$ cat src/rtl/bytecode_prefetch_unit_if.sv
// Bundle of the memory read port and the decoder-facing byte port of the
// bytecode prefetch unit.
//   mem_address / mem_start : read request toward memory (held until mem_ready)
//   mem_data / mem_ready    : read data and one-cycle completion pulse
//   byte_out / byte_pc      : FIFO head data and its address
//   byte_valid / byte_take  : FIFO non-empty / consumer pop strobe
// Modports: master = prefetch unit side, slave = memory + decoder side.
interface bytecode_prefetch_unit_if #(
  parameter int unsigned ADDRESS_WIDTH = 8,
  parameter int unsigned DATA_WIDTH    = 8
);
  logic [ADDRESS_WIDTH-1:0] mem_address;
  logic                     mem_start;
  logic [DATA_WIDTH-1:0]    mem_data;
  logic                     mem_ready;
  logic [DATA_WIDTH-1:0]    byte_out;
  logic [ADDRESS_WIDTH-1:0] byte_pc;
  logic                     byte_valid;
  logic                     byte_take;

  modport master (
    output mem_address, mem_start, byte_out, byte_pc, byte_valid,
    input  mem_data, mem_ready, byte_take
  );

  modport slave (
    input  mem_address, mem_start, byte_out, byte_pc, byte_valid,
    output mem_data, mem_ready, byte_take
  );
endinterface

$ cat src/rtl/bytecode_prefetch_unit.sv
// JVM bytecode fetch front-end. Issues single reads on a start/ready memory
// port and fills a DEPTH-entry FIFO of {byte, pc} consumed by the decoder.
// A jump flushes the FIFO and retargets fetching; a read still in flight at
// the jump is completed and its data dropped (DISCARD state).
// Ports:
//   clk          rising-edge clock
//   reset        asynchronous active-low reset
//   enable       1 = new memory requests may be issued
//   jump         one-cycle redirect strobe
//   jump_target  new fetch address, sampled when jump=1
//   fetch_pc     next address to be requested (debug)
//   bus          memory request/response and FIFO head/take (master modport)
module bytecode_prefetch_unit #(
  parameter int unsigned              ADDRESS_WIDTH = 8,
  parameter int unsigned              DATA_WIDTH    = 8,
  parameter int unsigned              DEPTH         = 4,
  parameter logic [ADDRESS_WIDTH-1:0] RESET_PC      = '0
) (
  input  logic                     clk,
  input  logic                     reset,
  input  logic                     enable,
  input  logic                     jump,
  input  logic [ADDRESS_WIDTH-1:0] jump_target,
  output logic [ADDRESS_WIDTH-1:0] fetch_pc,
  bytecode_prefetch_unit_if.master bus
);

  localparam int unsigned PTR_W = (DEPTH > 1) ? $clog2(DEPTH) : 1;
  localparam int unsigned CNT_W = PTR_W + 1;
  localparam logic [CNT_W-1:0]         FULL    = CNT_W'(DEPTH);
  localparam logic [CNT_W-1:0]         CNT_ONE = CNT_W'(1);
  localparam logic [PTR_W-1:0]         PTR_ONE = PTR_W'(1);
  localparam logic [ADDRESS_WIDTH-1:0] PC_ONE  = ADDRESS_WIDTH'(1);

  typedef enum logic [1:0] {IDLE, FETCH, DISCARD} state_t;

  state_t                   state, state_next;
  logic                     start_r, start_next;
  logic [ADDRESS_WIDTH-1:0] address_r, address_next;
  logic [ADDRESS_WIDTH-1:0] pc_next, resume_pc;

  logic [DATA_WIDTH-1:0]    fifo_data [DEPTH];
  logic [ADDRESS_WIDTH-1:0] fifo_pc   [DEPTH];
  logic [PTR_W-1:0]         rd_ptr, wr_ptr;
  logic [CNT_W-1:0]         count, count_after;
  logic                     push, pop;

  // FIFO bookkeeping; jump overrides any push/pop in the same cycle.
  always_comb begin
    pop  = bus.byte_take && (count != '0) && !jump;
    push = (state == FETCH) && bus.mem_ready && !jump;
    count_after = count;
    if (jump) begin
      count_after = '0;
    end else begin
      if (push) count_after = count_after + CNT_ONE;
      if (pop)  count_after = count_after - CNT_ONE;
    end
  end

  // Next-state logic. A request is only issued when the post-update count
  // leaves a free slot, so the single outstanding read can always be pushed.
  always_comb begin
    state_next   = state;
    start_next   = start_r;
    address_next = address_r;
    pc_next      = fetch_pc;
    resume_pc    = fetch_pc;
    case (state)
      IDLE: begin
        if (jump) begin
          pc_next = jump_target;
        end else if (enable && (count < FULL)) begin
          state_next   = FETCH;
          start_next   = 1'b1;
          address_next = fetch_pc;
        end
      end
      FETCH, DISCARD: begin
        if (jump)                 resume_pc = jump_target;
        else if (state == FETCH)  resume_pc = fetch_pc + PC_ONE;
        if (bus.mem_ready) begin
          pc_next = resume_pc;
          if (enable && (count_after < FULL)) begin
            state_next   = FETCH;
            start_next   = 1'b1;
            address_next = resume_pc;
          end else begin
            state_next = IDLE;
            start_next = 1'b0;
          end
        end else if (jump) begin
          // Request stays asserted; its data will be dropped when it returns.
          state_next = DISCARD;
          pc_next    = jump_target;
        end
      end
      default: begin
        state_next = IDLE;
        start_next = 1'b0;
      end
    endcase
  end

  always_ff @(posedge clk or negedge reset) begin
    if (!reset) begin
      state     <= IDLE;
      start_r   <= 1'b0;
      address_r <= RESET_PC;
      fetch_pc  <= RESET_PC;
      count     <= '0;
      rd_ptr    <= '0;
      wr_ptr    <= '0;
    end else begin
      state     <= state_next;
      start_r   <= start_next;
      address_r <= address_next;
      fetch_pc  <= pc_next;
      count     <= count_after;
      if (jump) begin
        rd_ptr <= '0;
        wr_ptr <= '0;
      end else begin
        if (push) wr_ptr <= wr_ptr + PTR_ONE;
        if (pop)  rd_ptr <= rd_ptr + PTR_ONE;
      end
    end
  end

  always_ff @(posedge clk) begin
    if (push) begin
      fifo_data[wr_ptr] <= bus.mem_data;
      fifo_pc[wr_ptr]   <= address_r;
    end
  end

  // Head is forced to zero when empty so the outputs are defined after reset.
  assign bus.mem_start   = start_r;
  assign bus.mem_address = address_r;
  assign bus.byte_valid  = (count != '0);
  assign bus.byte_out    = (count != '0) ? fifo_data[rd_ptr] : '0;
  assign bus.byte_pc     = (count != '0) ? fifo_pc[rd_ptr]   : '0;

endmodule

$ cat src/flat_wrapper.sv
// flat-port wrapper written by rule: the top's interface ports become plain ports
module bytecode_prefetch_unit_flat 
#(
  parameter int unsigned              ADDRESS_WIDTH = 8,
  parameter int unsigned              DATA_WIDTH    = 8,
  parameter int unsigned              DEPTH         = 4,
  parameter logic [ADDRESS_WIDTH-1:0] RESET_PC      = '0
)
  (clk, reset, enable, jump, jump_target, fetch_pc, bus_mem_address, bus_mem_start, bus_byte_out, bus_byte_pc, bus_byte_valid, bus_mem_data, bus_mem_ready, bus_byte_take);
  bytecode_prefetch_unit_if #(.ADDRESS_WIDTH(ADDRESS_WIDTH), .DATA_WIDTH(DATA_WIDTH)) bus_i ();
  input  logic clk;
  input  logic reset;
  input  logic enable;
  input  logic jump;
  input  logic [ADDRESS_WIDTH-1:0] jump_target;
  output logic [ADDRESS_WIDTH-1:0] fetch_pc;
  output wire logic [$bits(bus_i.mem_address)-1:0] bus_mem_address;
  output wire logic [$bits(bus_i.mem_start)-1:0] bus_mem_start;
  output wire logic [$bits(bus_i.byte_out)-1:0] bus_byte_out;
  output wire logic [$bits(bus_i.byte_pc)-1:0] bus_byte_pc;
  output wire logic [$bits(bus_i.byte_valid)-1:0] bus_byte_valid;
  input wire logic [$bits(bus_i.mem_data)-1:0] bus_mem_data;
  input wire logic [$bits(bus_i.mem_ready)-1:0] bus_mem_ready;
  input wire logic [$bits(bus_i.byte_take)-1:0] bus_byte_take;
  assign bus_mem_address = bus_i.mem_address;
  assign bus_mem_start = bus_i.mem_start;
  assign bus_byte_out = bus_i.byte_out;
  assign bus_byte_pc = bus_i.byte_pc;
  assign bus_byte_valid = bus_i.byte_valid;
  assign bus_i.mem_data = bus_mem_data;
  assign bus_i.mem_ready = bus_mem_ready;
  assign bus_i.byte_take = bus_byte_take;
  bytecode_prefetch_unit #(.ADDRESS_WIDTH(ADDRESS_WIDTH), .DATA_WIDTH(DATA_WIDTH), .DEPTH(DEPTH), .RESET_PC(RESET_PC)) u_core (.clk(clk), .reset(reset), .enable(enable), .jump(jump), .jump_target(jump_target), .fetch_pc(fetch_pc), .bus(bus_i));
endmodule
$ cat config.mk
export PLATFORM = sky130hd
export DESIGN_NAME = bytecode_prefetch_unit_flat
export DESIGN_NICKNAME = d
export VERILOG_FILES = /design/src/rtl/bytecode_prefetch_unit_if.sv /design/src/rtl/bytecode_prefetch_unit.sv /design/src/flat_wrapper.sv
export SDC_FILE = /design/constraint.sdc
export NUM_CORES = 1
export LEC_CHECK = 0
export ABC_CLOCK_PERIOD_IN_PS = 7300
export CAP_MARGIN = 5
export CORE_MARGIN = 2
export CORE_UTILIZATION = 58
export CTS_CLUSTER_SIZE = 16
export DETAILED_ROUTE_END_ITERATION = 12
export DONT_BUFFER_PORTS = 1
export PLACE_DENSITY = 0.77
export SLEW_MARGIN = 20
export SYNTH_ARGS = -nofsm -noshare
export SYNTH_HDL_FRONTEND = slang
export SYNTH_SLANG_ARGS = --single-unit
export TNS_END_PERCENT = 50
$ cat constraint.sdc
create_clock -name clk -period 7.3 [get_ports clk]
set_clock_uncertainty 0.15 [all_clocks]
set_input_delay 1.46 -clock clk [delete_from_list [all_inputs] [get_ports clk]]
set_output_delay 1.46 -clock clk [all_outputs]
set_load 0.005 [all_outputs]
## Word-level counts from Yosys, hierarchy flattened

Memory sizes are Yosys's and may differ from the RTL's.
Cells that the tools add are included.

| word-level totals | value |
|---|---|
| register bits | 26 |
| memory bits (writable) | 64 |
| input bits | 22 |
| memories kept | 2 |

| cells by class | value |
|---|---|
| add/sub/neg operators | 5 |
| $lt $le $gt $ge | 2 |
| eq/ne operators | 7 |
| multiplexer cells | 33 |
| reduce and logical (&&, ||, !) cells | 16 |

Memories:

| name | depth | bits a word | read ports | clocked after Yosys merged registers in | wr ports | RTL line | source |
|---|---|---|---|---|---|---|---|
| u_core.fifo_data | 4 | 8 | 1 | 0 | 1 | bytecode_prefetch_unit.sv:42 | `logic [DATA_WIDTH-1:0] fifo_data [DEPTH];` |
| u_core.fifo_pc | 4 | 8 | 1 | 0 | 1 | bytecode_prefetch_unit.sv:43 | `logic [ADDRESS_WIDTH-1:0] fifo_pc [DEPTH];` |

Operator list:

| operator | number |
|---|---|
| $mux W8 | 10 |
| $pmux W8 S2 | 2 |
| $mux W2 | 8 |
| $mux W3 | 4 |
| $add A8 B1 Y8 const B | 1 |
| $mux W1 | 7 |
| $logic_and A1 B1 Y1 | 6 |
| $lt A3 B3 Y1 const B | 2 |
| $reduce_and A3 Y1 | 2 |
| $reduce_bool A2 Y1 | 3 |
| $reduce_and A5 Y1 | 1 |
| $add A2 B1 Y2 const B | 2 |
| $ne A2 B1 Y1 const B | 2 |
| $ne A2 B2 Y1 const B | 2 |
| $pmux W2 S2 | 1 |
| $add A3 B1 Y3 const B | 1 |
| $ne A3 B3 Y1 const B | 1 |
| $reduce_bool A3 Y1 | 1 |
| $sub A3 B1 Y3 const B | 1 |
| $eq A2 B1 Y1 const B | 1 |
| $eq A2 B2 Y1 const B | 1 |
| $logic_not A2 Y1 | 1 |
| $pmux W1 S2 | 1 |
| $reduce_or A2 Y1 | 1 |
| $logic_not A1 Y1 | 1 |

## Depth between registers and ports, before layout

Gate-level depths: netlist of run 1.

| logic depth | value |
|---|---|
| depth after elaboration | 13 |
| gate-level depth with buffers | 12 |

## Worst setup path after synthesis of run 1

Ideal clock, no wire load.

| path | value |
|---|---|
| kind | input port to flip-flop |
| start | input jump |
| end | register u_core.address_r[0], in the netlist u_core.bus.mem_address[0] |
| setup time | 0.125 ns |
| data arrival time | 3.444 ns |
| data required time | 7.025 ns |
| setup slack | 3.581 ns |
| cell stages on the path | 10 |
| buffers on the path | 1 |
| cells stage by stage | buf_6 > nor2b_1 > nand2_1 > xnor2_1 > ha_1 > and4bb_4 > o21a_1 > nor3_4 > a21oi_4 > mux2_4 |

| on the way | value |
|---|---|
| longest elaborated chain between the ends | 11 |
| elaborated cells between the ends (all ways) | 17 |
| classes of those cells | add/sub: 1; order compare: 1; eq/ne: 2; mux: 8; reduce/logical: 5 |

Ends and longest elaborated chain:

| item | RTL line | source |
|---|---|---|
| start: declaration | flat_wrapper.sv:14 | `input logic jump;` |
| $logic_not A1 Y1 | bytecode_prefetch_unit.sv:50, bytecode_prefetch_unit.sv:51 |  |
| $logic_and A1 B1 Y1 | bytecode_prefetch_unit.sv:51 | `push = (state == FETCH) && bus.mem_ready && !jump;` |
| $mux W3 | bytecode_prefetch_unit.sv:56 | `if (push) count_after = count_after + CNT_ONE;` |
| $mux W3 | bytecode_prefetch_unit.sv:53 | `if (jump) begin` |
| $sub A3 B1 Y3 | bytecode_prefetch_unit.sv:57 | `if (pop) count_after = count_after - CNT_ONE;` |
| $mux W3 | bytecode_prefetch_unit.sv:57 |  |
| $mux W3 * | bytecode_prefetch_unit.sv:53 |  |
| via u_core.count_after[2] | bytecode_prefetch_unit.sv:45 | `logic [CNT_W-1:0] count, count_after;` |
| $lt A3 B3 Y1 * | bytecode_prefetch_unit.sv:84 | `if (enable && (count_after < FULL)) begin` |
| $logic_and A1 B1 Y1 * | bytecode_prefetch_unit.sv:84 |  |
| $ne A2 B1 Y1 (no line) * | - |  |
| $reduce_and A5 Y1 (no line) * | - |  |
| end signal: assignment | bytecode_prefetch_unit.sv:117 | `address_r <= address_next;` |
| end: declaration | bytecode_prefetch_unit.sv:39 | `logic [ADDRESS_WIDTH-1:0] address_r, address_next;` |

The timed path passes the listed nets; every way through them passes the cells marked *. The select of a mux whose other input is x is not followed.
A chain may end at the register's enable or synchronous reset.

## Worst setup path after layout of run 1

| path | value |
|---|---|
| start | register u_core.rd_ptr[0] |
| end | output bus_byte_pc[6] |

| on the way | value |
|---|---|
| longest elaborated chain between the ends | 2 |

Ends and longest elaborated chain:

| item | RTL line | source |
|---|---|---|
| start: declaration | bytecode_prefetch_unit.sv:44 | `logic [PTR_W-1:0] rd_ptr, wr_ptr;` |
| start signal: assignment | bytecode_prefetch_unit.sv:125 | `if (pop) rd_ptr <= rd_ptr + PTR_ONE;` |
| $mem_v2 Z4 W8 | - |  |
| $mux W8 | bytecode_prefetch_unit.sv:142 | `assign bus.byte_pc = (count != '0) ? fifo_pc[rd_ptr] : '0;` |
| end: declaration | flat_wrapper.sv:20 | `output wire logic [$bits(bus_i.byte_pc)-1:0] bus_byte_pc;` |

Every way passes these cells.

==> qor.csv, run 1 <==
stage;metric;value;unit
synth;synthesized instance count;308;
critical_path;Crit Path Category;flip-flop to primary output;
critical_path;Crit-path slowest cell;dfrtp_2;
route;DRT Pass-1 Iters;4;
placement;buffers added on ports;0;
pwr;Total Power;0.00163;W
pwr;PwrDens;361;nW/um^2
synth;asr flop ratio synth;28.9;%
die;initial core utilization;59.5;%
cells_and_area;diode count;0;
critical_path;Worst path top cell family by delay;flip-flops;
sta;setup_tns;0;ns
global_routing;initial antenna violation count;0;
route;via density per instance;6.05;
cells_and_area;cell area after layout;4510;um^2
critical_path;critical path's largest stage delay;0.75;ns
critical_path;Crit Path Max Fanout;18;
placement;DPL Wire Length;5300;um
min_path;Hold Path Stages;2;
pwr;VDD IR max;308;uV
min_path;Min-Delay Path Class;flip-flop to flip-flop;
global_routing;global-route wire length before repair;12900;um
synth;synthesized area per cell;13.9;um^2
die;Core Area;7210;um^2
route;final wirelength;7880;um
synth;Synth Flop Type;edfxtp_1;
global_routing;total global routing overflow;0;
sta;Pins Over Slew Limit;0;
clock_network;Longest Clk Path Bufs;2;
sta;Worst-Margin Slew;0.839;ns
die;Die Area;8110;um^2
critical_path;R2R Path Start;u_core.state[1];
clock_network;Worst-Skew Late Latency;0.35;ns
placement;Placed Area;4330;um^2
synth;Post-Syn Area;4300;um^2
cells_and_area;Filler cells;547;
route;# DRC;0;
global_routing;gr usage total;20.5;%
flow_run;max-cap viol count;0;
outcome;status;complete, no violations;
sta;final hold violation count;0;
critical_path;crit end category;primary output;
clock_network;Hold Buf Count CTS;0;
critical_path;Worst setup SP type;flip-flop;
clock_network;H-tree depth;3;
min_path;Hold EP;u_core.bus.mem_start;
global_routing;vias in the first global route;2465;
clock_network;CTS tree;done;
synth;Post-synth EDFFs;64;
die;Die Wd;90.1;um
clock_network;CTS Buf Count;9;
sta;worst rel slew slack;44.1;%
route;WL per Instance;19.5;um
critical_path;Crit path required time;5.69;ns
critical_path;CP bufs+invs;0;
clock_network;CTS root buf;clkbuf_8;
placement;GPL Wtd Cong;0.825;
clock_network;setup repair bufs after CTS;0;
cells_and_area;fraction of layout cells with a size suffix above 1;16.7;%
global_routing;largest net degree at the start of global routing;39;
sta;Period minus WS final;3.50;ns
route;antenna-violating nets left;0;
cells_and_area;Area Growth Syn to Fin;4.95;%
synth;register bit count reported by yosys;90;
clock_network;Clk pin slew, worst setup/hold paths;0.09;ns
route;First DRT Iteration DRCs;159;
synth;post-synthesis sequential area ratio;59.9;%
sta;RSZ-0062 raised after global routing;false;
clock_network;Clock Sinks;90;
critical_path;flop2flop setup slack;3.94;ns
synth;Syn Nets;341;
synth;count of different cell masters after synthesis;53;
clock_network;Resize count post-CTS;0;
cells_and_area;Final #Nets;333;
pwr;leakage;1.62;nW
sta;period utilization;47.9;%
critical_path;crit-path cells;mux4_2 > and2_1;
die;# rows;31;
min_path;hold_sp;u_core.bus.mem_start;
critical_path;r2r endpoint;u_core.bus.mem_address[0];
cells_and_area;utilization after layout;62.5;%
die;Die H;90.1;um
sta;final setup fails;0;
critical_path;crit path DAT;1.89;ns
route;DR vias;2443;
die;IO Pins;56;
synth;Warnings, synthesis;0;
critical_path;worst reg2reg path depth;11;
sta;Peak Freq;286;MHz
[cell type report]
class / count / area, um^2 / area share [%]
clock inverters: 6 / 48.8 / 1.08
multi-input cells: 187 / 1590 / 35.2
clock buffers: 10 / 128 / 2.83
flip-flops and latches: 90 / 2570 / 57.1
inverters: 12 / 45.0 / 0.999
well taps: 99 / 124 / 2.75
[worst min-delay path, delay by kind of cell, from the launching register on]
family | cells | cell delay (ns)
flip-flops | 1 | 0.40
AND/OR/NAND/NOR | 1 | 0.08
AO/OA/AOI/OAI | 1 | 0.06
[routing by layer]
metal	global-route usage [%]	routed length (um)
met5	0	0
met4	6.03	77
met3	5.95	477
met2	33.1	3920
met1	27.4	3410
[stage by stage]
stage | std cells | hold WS, ns | worst slack, ns
CTS | 404 | 0.430 | 3.39
global route | 404 | 0.475 | 3.70
global placement | 388 | 0.403 | 3.61
finish | 404 | 0.419 | 3.80
floorplan | 308 | 0.357 | 3.58
detailed placement | 388 | 0.405 | 3.51
[synthesized netlist by cell type, drive strengths merged, types with 9 or more instances]
master	instances	area share, %
a21oi	13	1.8
and3	9	1.3
mux4	16	8.4
o21ai	16	2.0
buf	11	1.4
dfrtp	26	15
and2	17	2.5
inv	12	1.0
nor2	19	1.7
nand2	17	1.5
edfxtp	64	45
mux2	9	3.1
ha	11	3.2
[cells in the final DEF (no fill, tap or decap), types with 8 or more instances in the layout]
| master | n |
|---|---|
| mux4_2 | 16 |
| nand2_1 | 16 |
| and3_1 | 9 |
| a21oi_1 | 12 |
| clkbuf_8 | 9 |
| dfrtp_1 | 25 |
| and2_1 | 17 |
| mux2_4 | 8 |
| nor2_1 | 19 |
| ha_1 | 11 |
| inv_1 | 12 |
| edfxtp_1 | 64 |
| o21ai_0 | 14 |
[state kept, by name, indices dropped and copies added (netlist names)]
register                count
u_core.bus.mem_address      8
u_core.fetch_pc             8
u_core.fifo_data           32
u_core.rd_ptr               2
u_core.fifo_pc             32
u_core.state                2
u_core.count                3
u_core.bus.mem_start        1
u_core.wr_ptr               2
[how the worst max path moves through the flow]
| stage | from | endpoint | slack, ns | cells past startpoint |
|---|---|---|---|---|
| CTS | u_core.rd_ptr[0] | bus_byte_pc[6] | 3.39 | 2 |
| finish | u_core.rd_ptr[0] | bus_byte_pc[6] | 3.80 | 2 |
| global placement | jump | u_core.bus.mem_address[4] | 3.61 | 9 |
| global route | u_core.rd_ptr[0] | bus_byte_out[3] | 3.70 | 2 |
| detailed placement | jump | u_core.bus.mem_address[4] | 3.51 | 9 |
| floorplan | jump | u_core.bus.mem_address[0] | 3.58 | 10 |
[kinds of logic after synthesis]
| group | synth area share [%] |
|---|---|
| DFF | 59.9 |
| xor gates and xnor gates | 1.02 |
| muxes | 12.1 |
| adders and majority gates | 3.20 |
| AOI/OAI and AO/OA | 9.61 |
| buffers and inverters | 3.12 |
| and+or+nand+nor | 11.0 |
[report_power, final]
part           switching (W)  leakage [nW]  internal, W
clock network       0.000177        0.0795     0.000127
registers           0.000124         0.897     0.000651
logic               0.000278         0.647     0.000269
total               0.000579          1.62      0.00105
Power figures use the tool's default switching activity.
==> inputs of run 2 (changes only) <==
--- a/config.mk
+++ b/config.mk
@@ -5,14 +5,14 @@
 export SDC_FILE = /design/constraint.sdc
 export NUM_CORES = 1
 export LEC_CHECK = 0
-export ABC_CLOCK_PERIOD_IN_PS = 7300
+export ABC_CLOCK_PERIOD_IN_PS = 2800
 export CAP_MARGIN = 5
 export CORE_MARGIN = 2
-export CORE_UTILIZATION = 58
+export CORE_UTILIZATION = 57
 export CTS_CLUSTER_SIZE = 16
 export DETAILED_ROUTE_END_ITERATION = 12
 export DONT_BUFFER_PORTS = 1
-export PLACE_DENSITY = 0.77
+export PLACE_DENSITY = 0.78
 export SLEW_MARGIN = 20
 export SYNTH_ARGS = -nofsm -noshare
 export SYNTH_HDL_FRONTEND = slang
==> constraint.sdc (replaced) <==
create_clock -name clk -period 2.8 [get_ports clk]
set_clock_uncertainty 0.15 [all_clocks]
set_input_delay 0.56 -clock clk [delete_from_list [all_inputs] [get_ports clk]]
set_output_delay 0.56 -clock clk [all_outputs]
set_load 0.005 [all_outputs]
==> run 2 against run 1 <==
Net effect: via count up 2.1%; combinational power grew to 3.0 times the previous value; utilization grew 1.6 points; worst setup slack worse by 3.7 ns; cell count increased by 3.7%; clock power increased to 2.5 times the previous value; flip-flop and latch count did not move; register-to-register slack got worse by 3.8 ns; global-route usage is 0.35 points lower; die area up 1.7%; sequential power grew to 2.5 times the previous value; critical path type is now flip-flop to flip-flop; largest power group unchanged; highest routed layer unchanged.
==> qor.csv, run 2 (synthesis gave the netlist of run 1 again) <==
stage;metric;value;unit;change
die;Die H;90.8;um;was 90.1 um
cells_and_area;Final #Nets;349;;was 333
route;via density per instance;5.95;;was 6.05
clock_network;Clock Sinks;90;;unchanged
cells_and_area;Area Growth Syn to Fin;8.83;%;was 4.95%
critical_path;R2R Path Start;u_core.state[1];;unchanged
clock_network;CTS Buf Count;9;;unchanged
global_routing;global-route wire length before repair;12800;um;was 12900 um
sta;Peak Freq;372;MHz;
cells_and_area;fraction of layout cells with a size suffix above 1;21.9;%;was 16.7%
clock_network;CTS tree;done;;unchanged
route;First DRT Iteration DRCs;105;;was 159
global_routing;largest net degree at the start of global routing;39;;unchanged
die;# rows;31;;unchanged
die;Die Area;8250;um^2;was 8110 um^2
placement;GPL Wtd Cong;0.844;;was 0.825
global_routing;vias in the first global route;2482;;was 2465
critical_path;Crit-path slowest cell;dfrtp_1;;was dfrtp_2
critical_path;critical path's largest stage delay;0.39;ns;was 0.75 ns
critical_path;Crit Path Category;flip-flop to flip-flop;;was flip-flop to primary output
cells_and_area;Filler cells;558;;was 547
critical_path;crit-path cells;inv_2 > ha_1 > nor2b_4 > nand2_4 > mux2i_2 > ha_2 > and4bb_4 > o21a_1 > nor3_4 > a21oi_4 > buf_12 > mux2_4;;was mux4_2 > and2_1
critical_path;Crit Path Max Fanout;8;;was 18
pwr;leakage;1.72;nW;was 1.62 nW
sta;Pins Over Slew Limit;0;;unchanged
sta;period utilization;95.9;%;
global_routing;total global routing overflow;0;;unchanged
clock_network;Worst-Skew Late Latency;0.35;ns;about the same
pwr;VDD IR max;714;uV;was 308 uV
sta;final hold violation count;0;;unchanged
global_routing;gr usage total;20.2;%;was 20.5%
sta;Worst-Margin Slew;0.742;ns;was 0.839 ns
critical_path;crit end category;flip-flop;;was primary output
die;IO Pins;56;;unchanged
min_path;Min-Delay Path Class;primary input to flip-flop;;was flip-flop to flip-flop
die;Die Wd;90.8;um;was 90.1 um
route;DR vias;2494;;was 2443
min_path;hold_sp;jump;;was u_core.bus.mem_start
critical_path;Worst path top cell family by delay;simple AND/OR/NAND/NOR gates;;was flip-flops
pwr;Total Power;0.00438;W;was 0.00163 W
clock_network;CTS root buf;clkbuf_8;;unchanged
pwr;Comb pwr share;38.2;%;was 33.7%
sta;fin worst setup slack;0.114;ns;was 3.80 ns
clock_network;Longest Clk Path Bufs;2;;unchanged
route;# DRC;0;;unchanged
placement;DPL Wire Length;5230;um;was 5300 um
critical_path;CP bufs+invs;2;;was 0
critical_path;crit path from;u_core.state[1];;was u_core.rd_ptr[0]
clock_network;Clk pin slew, worst setup/hold paths;0.08;ns;was 0.09 ns
clock_network;H-tree depth;3;;unchanged
pwr;cell internal pwr;0.00284;W;was 0.00105 W
route;DRT Pass-1 Iters;6;;was 4
cells_and_area;Multi-input gate area;1620;um^2;was 1590 um^2
critical_path;Crit path required time;2.88;ns;was 5.69 ns
sta;final setup fails;0;;unchanged
critical_path;crit path DAT;2.77;ns;was 1.89 ns
cells_and_area;Reg area;2570;um^2;about the same
placement;buffers added on ports;0;;unchanged
pwr;Sw Ratio;35.2;%;was 35.6%
sta;Period minus WS final;2.69;ns;
pwr;sequential power share;44.2;%;was 47.7%
route;final wirelength;7790;um;was 7880 um
flow_run;max-cap viol count;0;;unchanged
pwr;switching power;0.00154;W;was 0.000579 W
route;antenna-violating nets left;0;;unchanged
route;WL per Instance;18.6;um;was 19.5 um
outcome;status;complete, no violations;;unchanged
cells_and_area;diode count;0;;unchanged
cells_and_area;Largest regs;u_core.fifo_data: 32 flops, u_core.fifo_pc: 32 flops;;unchanged
die;Core Area;7290;um^2;was 7210 um^2
sta;worst rel slew slack;50.5;%;was 44.1%
pwr;Clock power frac;17.6;%;was 18.7%
die;initial core utilization;58.9;%;was 59.5%
cells_and_area;most common cell after layout, fill and taps aside;edfxtp_1;;unchanged
global_routing;initial antenna violation count;0;;unchanged
cells_and_area;most frequent cells in the layout;64 x edfxtp_1, 26 x dfrtp_1, 19 x nor2_1;;was 64 x edfxtp_1, 25 x dfrtp_1, 19 x nor2_1
placement;Post-Place Setup Slack;0.0601;ns;was 3.51 ns
critical_path;Worst setup SP type;flip-flop;;unchanged
pwr;PwrDens;936;nW/um^2;was 361 nW/um^2
==> run 2: power by group through the flow <==
stage	sequential, W	combinational, W	clock [W]
after CTS	0.00194	0.00161	0.000795
after floorplan	0.00187	0.00134	0
final	0.00194	0.00167	0.000771
after detailed placement	0.00197	0.00159	0
after global placement	0.00195	0.00155	0
after global routing	0.00198	0.00185	0.000836
==> run 2: worst register-to-register path: cells and delay by family, from the launching register on <==
family          cells  cell delay, ns
fa+ha+maj           2            0.35
compound gates      2            0.30
flops               1            0.39
simple gates        4            0.67
mux                 2            0.45
buf+inv             2            0.24
==> run 2: metal layers <==
layer / track usage (%) / up-vias / part of all wire (%) / wire [um]
li1: - / 1169 / - / -
met5: 0 / - / 0 / 0
met3: 7.35 / 8 / 7.9 / 618
met4: 5.30 / 0 / 1.1 / 83
met1: 25.4 / 1230 / 42 / 3240
met2: 33.4 / 87 / 49 / 3850
==> run 2: what timing repair did <==
action                                  CTS  global route
hold buffers                              2             0
hold endpoints to repair                 26             0
resized for setup                         0             4
setup buffers                             0             4
endpoints found under the setup margin    0             8
==> run 2: final timing paths <==
| path | end | slack (ns) | cells after the start |
|---|---|---|---|
| max | u_core.bus.mem_address[4] | 0.11 | 12 |
| min | u_core.wr_ptr[0] | 0.12 | 1 |
| max reg2reg | u_core.bus.mem_address[4] | 0.11 | 12 |
| min reg2reg | u_core.bus.mem_start | 0.41 | 2 |
| max in group asynchronous | u_core.bus.mem_address[4] | 1.85 | 2 |
| min in group asynchronous | u_core.fetch_pc[3] | 0.48 | 2 |
==> run 2: final cells by class <==
class | count | share of cell area, %
Clock buffer | 10 | 2.73
Timing Repair Buffer | 16 | 3.16
Tap cell | 99 | 2.65
Multi-Input combinational cell | 187 | 34.6
Clock inverter | 5 | 0.857
Inverter | 12 | 0.964
Sequential cell | 90 | 55.0
==> run 2: stage by stage <==
stage,hold slack [ns],instance area (um^2),std cells,util (%),setup TNS (ns)
final,0.125,4670,419,64.1,0
after global routing,0.0948,4670,419,64.1,-0.00595
after CTS,0.0969,4620,415,63.4,0
after global placement,0.115,4420,398,60.7,0
after detailed placement,0.115,4420,398,60.7,0
after floorplan,0.114,4320,308,-,0
